File: src/rtl/pipelined_cond_sum_adder.sv
// Two-stage pipelined conditional-sum adder/subtractor with valid/ready flow control.
// Stage 1 precomputes each BLOCK-wide segment for carry-in 0 and 1; stage 2 selects
// the correct segment results from the resolved segment carries.
module pipelined_cond_sum_adder #(
    parameter int unsigned WIDTH = 16,
    parameter int unsigned BLOCK = 4
) (
    input  logic             clk,
    input  logic             rst,
    input  logic             in_valid,
    output logic             in_ready,
    input  logic [WIDTH-1:0] x,
    input  logic [WIDTH-1:0] y,
    input  logic             c0,
    input  logic             sub,
    output logic             out_valid,
    input  logic             out_ready,
    output logic [WIDTH-1:0] S,
    output logic             cout,
    output logic             ovf
);

    localparam int unsigned NSEG = WIDTH / BLOCK;

    // Stage 1 registers
    logic                       v1_q, v1_d;
    logic [NSEG-1:0][BLOCK-1:0] sum0_q, sum0_d;
    logic [NSEG-1:0][BLOCK-1:0] sum1_q, sum1_d;
    logic [NSEG-1:0]            co0_q, co0_d;
    logic [NSEG-1:0]            co1_q, co1_d;
    logic                       a_msb_q, a_msb_d;
    logic                       b_msb_q, b_msb_d;

    // Stage 2 registers
    logic                       out_valid_q, out_valid_d;
    logic [WIDTH-1:0]           s_q, s_d;
    logic                       cout_q, cout_d;
    logic                       ovf_q, ovf_d;

    logic                       adv;
    logic [WIDTH-1:0]           s_res;
    logic                       cout_res;
    logic                       ovf_res;

    // Both stages move together whenever the output register is free or being drained
    always_comb begin
        adv      = !out_valid_q || out_ready;
        in_ready = adv;
    end

    // Stage 1: effective operands and per-segment conditional sums
    always_comb begin
        logic [WIDTH-1:0] a_eff;
        logic [WIDTH-1:0] b_eff;
        logic             cin;
        logic [BLOCK:0]   t0;
        logic [BLOCK:0]   t1;

        a_eff   = x;
        b_eff   = sub ? ~y : y;
        cin     = sub ? ~c0 : c0;
        t0      = '0;
        t1      = '0;
        sum0_d  = sum0_q;
        sum1_d  = sum1_q;
        co0_d   = co0_q;
        co1_d   = co1_q;
        a_msb_d = a_msb_q;
        b_msb_d = b_msb_q;
        v1_d    = v1_q;

        if (adv) begin
            v1_d    = in_valid;
            a_msb_d = a_eff[WIDTH-1];
            b_msb_d = b_eff[WIDTH-1];
            for (int unsigned i = 0; i < NSEG; i++) begin
                if (i == 0) begin
                    // Segment 0 sees the real carry-in, so both slots carry the same result
                    t0 = {1'b0, a_eff[0 +: BLOCK]} + {1'b0, b_eff[0 +: BLOCK]}
                       + {{BLOCK{1'b0}}, cin};
                    t1 = t0;
                end else begin
                    t0 = {1'b0, a_eff[i*BLOCK +: BLOCK]} + {1'b0, b_eff[i*BLOCK +: BLOCK]};
                    t1 = {1'b0, a_eff[i*BLOCK +: BLOCK]} + {1'b0, b_eff[i*BLOCK +: BLOCK]}
                       + {{BLOCK{1'b0}}, 1'b1};
                end
                sum0_d[i] = t0[BLOCK-1:0];
                co0_d[i]  = t0[BLOCK];
                sum1_d[i] = t1[BLOCK-1:0];
                co1_d[i]  = t1[BLOCK];
            end
        end
    end

    // Stage 2: resolve segment carries by selecting between precomputed results
    always_comb begin
        logic carry;

        carry    = co0_q[0];
        s_res    = '0;
        s_res[0 +: BLOCK] = sum0_q[0];
        for (int unsigned i = 1; i < NSEG; i++) begin
            s_res[i*BLOCK +: BLOCK] = carry ? sum1_q[i] : sum0_q[i];
            carry                   = carry ? co1_q[i]  : co0_q[i];
        end
        cout_res = carry;
        ovf_res  = (a_msb_q == b_msb_q) && (s_res[WIDTH-1] != a_msb_q);

        out_valid_d = adv ? v1_q     : out_valid_q;
        s_d         = adv ? s_res    : s_q;
        cout_d      = adv ? cout_res : cout_q;
        ovf_d       = adv ? ovf_res  : ovf_q;
    end

    // Pipeline registers; reset clears valids and visible outputs, data regs are don't-care
    always_ff @(posedge clk) begin
        sum0_q  <= sum0_d;
        sum1_q  <= sum1_d;
        co0_q   <= co0_d;
        co1_q   <= co1_d;
        a_msb_q <= a_msb_d;
        b_msb_q <= b_msb_d;
        if (rst) begin
            v1_q        <= 1'b0;
            out_valid_q <= 1'b0;
            s_q         <= '0;
            cout_q      <= 1'b0;
            ovf_q       <= 1'b0;
        end else begin
            v1_q        <= v1_d;
            out_valid_q <= out_valid_d;
            s_q         <= s_d;
            cout_q      <= cout_d;
            ovf_q       <= ovf_d;
        end
    end

    assign out_valid = out_valid_q;
    assign S         = s_q;
    assign cout      = cout_q;
    assign ovf       = ovf_q;

endmodule

File: config.mk
export PLATFORM = sky130hd
export DESIGN_NAME = pipelined_cond_sum_adder
export DESIGN_NICKNAME = d
export VERILOG_FILES = /design/src/rtl/pipelined_cond_sum_adder.sv
export SDC_FILE = /design/constraint.sdc
export NUM_CORES = 1
export LEC_CHECK = 0
export BUFFER_PORTS_ARGS = -buffer_cell sky130_fd_sc_hd__buf_2
export CORE_MARGIN = 1
export CORE_UTILIZATION = 47
export DETAILED_ROUTE_END_ITERATION = 7
export PLACE_DENSITY = 0.73
export SYNTH_ARGS = -nofsm -noshare
export SYNTH_HDL_FRONTEND = slang
export SYNTH_SLANG_ARGS = --single-unit
File: constraint.sdc
create_clock -name clk -period 3 [get_ports clk]
set_input_delay 0.75 -clock clk [delete_from_list [all_inputs] [get_ports clk]]
set_output_delay 0.75 -clock clk [all_outputs]
set_load 0.01 [all_outputs]
* Word level (Yosys, flattened, before mapping)
Cells that the tools add are included.
** Word-level totals
- Output and inout bits :: 20
- Input bits :: 38
- Register bits :: 58
- Word-level logic and storage cells :: 39
** Cells by class
- Bitwise operators :: 2
- $add $sub $neg :: 8
- Reduce and logical (&&, ||, !) cells :: 3
- Mux-type cells :: 8
- Equal/unequal tests :: 2
** Operators by type and width (count)
- 4-bit by 4-bit adder with 5-bit output :: 4
- 16-bit two-way mux :: 1
- 16-bit inverter :: 1
- 5-bit by 1-bit adder with 5-bit output, second input constant :: 3
- 4-bit two-way mux :: 3
- 5-bit by 1-bit adder with 5-bit output :: 1
- 1-bit two-way mux :: 4
- 1-bit equality test :: 1
- 1-bit logical AND :: 1
- 1-bit logical NOT :: 1
- 1-bit logical OR :: 1
- 1-bit inequality test :: 1
- 1-bit inverter :: 1

* Logic depth before layout (Yosys ltp)
- Word-level depth :: 5
- Mapped depth :: 10
- Mapped depth without buffers :: 9

* Worst setup path after synthesis
No wires, ideal clock.
- Kind :: input -> output
- From :: input port out_ready
- To :: output port in_ready
- Arrival :: 2.385 ns
- Stages :: 4
- Path slack :: -0.135 ns
- Data required time :: 2.250 ns
- Path buffers :: 2
- Cells stage by stage :: nor2b_1 -> clkbuf_1 -> inv_1 -> buf_1
** On the way
- Cells in the longest elaborated chain, start to end :: 1
** RTL lines
- start: declaration :: line 17 : input logic out_ready,
- 1-bit logical OR :: line 47 : adv = !out_valid_q || out_ready;
- end: declaration :: line 11 : output logic in_ready,
No other way between the ends.

* Worst setup path in the final report
- From :: input port sub
- To :: register co1_q[1] (data pin)
** On the way
- Cells in the longest elaborated chain, start to end :: 3
** RTL lines
- start: declaration :: line 15 : input logic sub,
- 16-bit two-way mux :: line 60 : b_eff = sub ? ~y : y;
- 4-bit by 4-bit adder with 5-bit output :: line 84 : t1 = {1'b0, a_eff[i*BLOCK +: BLOCK]} + {1'b0, b_eff[i*BLOCK +: BLOCK]}
- 5-bit by 1-bit adder with 5-bit output :: line 85 : + {{BLOCK{1'b0}}, 1'b1};
- end signal: assignment :: line 120 : co1_q <= co1_d;
- end: declaration :: line 30 : logic [NSEG-1:0] co1_q, co1_d;
No other way between the ends.
A chain may end at the register's enable or synchronous reset.

==> impl_results.md <==
- Status: complete, no violations
- Total gr overflow: 0
- Crit path max fanout: 9
- Slew @ Worst Pin: 0.752 ns
- Yosys warns: 0
- Antenna Cells: 0
- Worst r2r path cells: 4
- CTS tree: yes
- WL/cell: roughly 13 um
- Area of the multi-input gates: about 1300 sq um
- Slowest-stage cell, CP: fa_1
- Reg-to-Reg End: S[14]
- CP Capture Point: co1_q[1]
- First-pass GRT wire length: between 7 and 8 mm
- Hold/Removal Path Class: reg2reg
- Int Pwr: 0.00173 W
- Met2 usage: 26.1%
- Core ar.: about 5900 sq um
- CP endpoint kind: flop
- # setup viols final: 0
- Sequential area share after synthesis: approximately 53%
- Setup TNS Final: 0 ns
- Final std cells w/o fill: about 370
- Final Critical Period: 2.48 ns
- Crit path arrival time: between 2 and 3 ns
- Tcrit/Tclk final: approximately 83%
- Psw: between 0.0006 and 0.0007 W
- Clock power frac: 27.4%
- Pre-Repair DR Iteration Count: 4
- Die Width: approximately 80 um
- Mapped Cells: about 230
- Worst hold margin: around 0.45 ns
- RSZ-0062 raised after global routing: false
- Worst-path cell chain: buf_2 -> xor2_1 -> ha_1 -> inv_1 -> fa_1 -> xnor2_1 -> nand3_1 -> mux2i_1 -> xor2_1
- Sw Share: 27.4%
- R2r setup slk: 1.08 ns
- RD Place Congestion: between 0.6 and 0.7
- Crit-path max cell delay: 0.40 ns
- Worst Path Required: between 3 and 4 ns
- Maximum vdd drop: around 0.30 mV
- CTS root buffer: clkbuf_8
- Slew Limit Fails: 0
- Flop pwr share: between 40 and 50%
- Flops & latches, synth: 57
- Clk_skew: roughly 0.0076 ns
- Cell area after synthesis: 2870 sq um
- Share of post-route cells with drive strength above 1: a little over a quarter
- Fillers: between 500 and 600
- Final ANT Viol Nets: 0
- Syn_nets: ~290
- IO Count: 58
- # clock sinks: 57
- Initial core utilization: 48.7%
- Final Hold Viols: 0
- Hold bufs inserted after CTS: 0
- Via/cell ratio: ~4.8
- Most frequent CP cell: xor2_1
- DR DRC count: 0
- Final #Nets: around 350
- Post-CTS Repair Setup Buffers: 0
- # placed instances: 355
- FF/Latch Area: ~1500 sq um
- Met1 usage: about a fifth
- Initial antenna violation count: 0
- Pleak: approximately 1.6 nW
- Largest net degree at the start of global routing: 70
- Total Power: approximately 0.0024 W
- Worst Setup SP: sub
- F_max: 0.403 GHz
- DRT iter0 DRCs: between 100 and 150
- Final wirelength: 4.76 mm
- Pwr dens: approximately 700 nW/um^2
- Total CTS buffers: 9
- Dpl cell area: about 3200 sq um
- Vias: around 1800
- Max-Cap Viols: 0
- Clock Tree Buf Depth: 2
- Syn-to-layout area delta: 19.5%
- Die height: roughly 80 um
- Logic pwr share: 24.2%
- Die area: around 6400 sq um
- Met3 usage: about 5.8%
- Post-synthesis area per instance: 12.6 sq um
- Post-synth cell types: 26
- Num rows: 28
- Total Routing Usage GR: between 15 and 20%
- Clk_lat worst skew: between 0.3 and 0.4 ns
- Busiest grt layer: met2
- Clock slew at reported path FFs: about 0.060 ns
- Slew headroom: between 40% and 50%
- Fin area: roughly 3400 sq um
- R2r startpoint: co0_q[0]
- H-Tree Depth: 3
- Vias in the first global route: 1691
- Resize count post-CTS: 0
- WS Path Type: in2reg
- Critical path launch point type: input port
- IO Port Bufs: 57
- DP Wirelength: about 3.5 mm
metrics by stage:
step	worst slack, ns	util [%]
after global routing	0.405	58.2
final	0.520	58.2
after detailed placement	0.155	55.1
after global placement	0.269	55.1
after CTS	0.511	58.2
after floorplan	0.153	-
sequential cells by signal, indices dropped and copies added (netlist names):
register / flops
a_msb_q: 1
co1_q: 3
v1_q: 1
s_res: 4
sum0_q: 12
S: 16
out_valid: 1
cout: 1
co0_q: 4
ovf: 1
sum1_q: 12
b_msb_q: 1
cells in the mapped netlist:
master	n	area, sq um
a211oi_1	12	90.1
buf_1	3	11.3
buf_2	1	5.00
nand3b_1	3	22.5
inv_1	8	30.0
ha_1	18	225
edfxtp_1	37	1110
clkbuf_1	4	15.0
a311oi_2	1	15.0
nand3b_4	1	20.0
nand2_1	11	41.3
mux2i_4	2	45.0
xnor2_1	8	70.1
o21ai_0	1	5.00
buf_6	1	11.3
dfxtp_1	20	400
a21oi_1	9	45.0
a21o_1	10	75.1
nor2b_1	2	12.5
nand2b_1	1	6.26
mux2i_1	18	180
nor2_1	18	67.6
fa_1	5	100
xor2_1	26	228
nand3_1	6	30.0
nor3_1	1	5.00
routing by layer:
metal	part of all wire, %	vias to the layer above
li1	-	935
met1	47	805
met2	46	49
met3	5.4	7
met4	2.0	0
met5	0	-
power by group through the flow:
stage	logic (W)	registers [W]	clock network, W
after detailed placement	0.000584	0.00117	0
after global routing	0.000649	0.00118	0.000709
after floorplan	0.000404	0.00118	0
final	0.000579	0.00115	0.000654
after global placement	0.000567	0.00116	0
after CTS	0.000588	0.00116	0.000671
final cells by class:
class	count	share of cell area [%]
Sequential cell	57	44.1
Multi-Input combinational cell	153	37.5
Timing Repair Buffer	62	9.42
Clock buffer	14	5.08
Tap cell	75	2.74
Inverter	8	0.877
Clock inverter	2	0.292
critical path, delay by kind of cell:
| family | cells | cell delay (ns) |
|---|---|---|
| XOR/XNOR | 3 | 0.63 |
| adder cells (fa/ha/maj) | 2 | 0.58 |
| buffers and inverters | 2 | 0.28 |
| multiplexers | 1 | 0.19 |
| AND/OR/NAND/NOR | 1 | 0.12 |
kinds of logic after synthesis:
family | count (synthesis) | share of synthesized area (%)
compound gates | 33 | 8.03
xor+xnor | 34 | 10.4
fa+ha+maj | 23 | 11.3
buf+inv | 17 | 2.53
flops | 57 | 52.7
mux | 20 | 7.85
simple gates | 43 | 7.16
cells in the final DEF (no fill, tap or decap), types with 8 or more instances in the layout:
cell type / instances
nor2_1: 18
xnor2_1: 8
edfxtp_1: 37
xor2_1: 26
dfxtp_1: 20
ha_1: 18
a21oi_1: 9
nand2_1: 11
a211oi_1: 12
a21o_1: 10
clkbuf_8: 10
buf_2: 57
mux2i_1: 18
worst min-delay path by stage:
stage | start | to | slack, ns | cells after the start
3_5_place_dp | S[0] | S[0] | 0.44 | 2
5_1_grt | S[2] | S[2] | 0.49 | 2
2_1_floorplan | v1_q | v1_q | 0.43 | 2
4_1_cts | S[0] | S[0] | 0.45 | 2
6_report | S[1] | S[1] | 0.45 | 2
3_3_place_gp | S[1] | S[1] | 0.43 | 2
(Power assumes the default switching activity.)
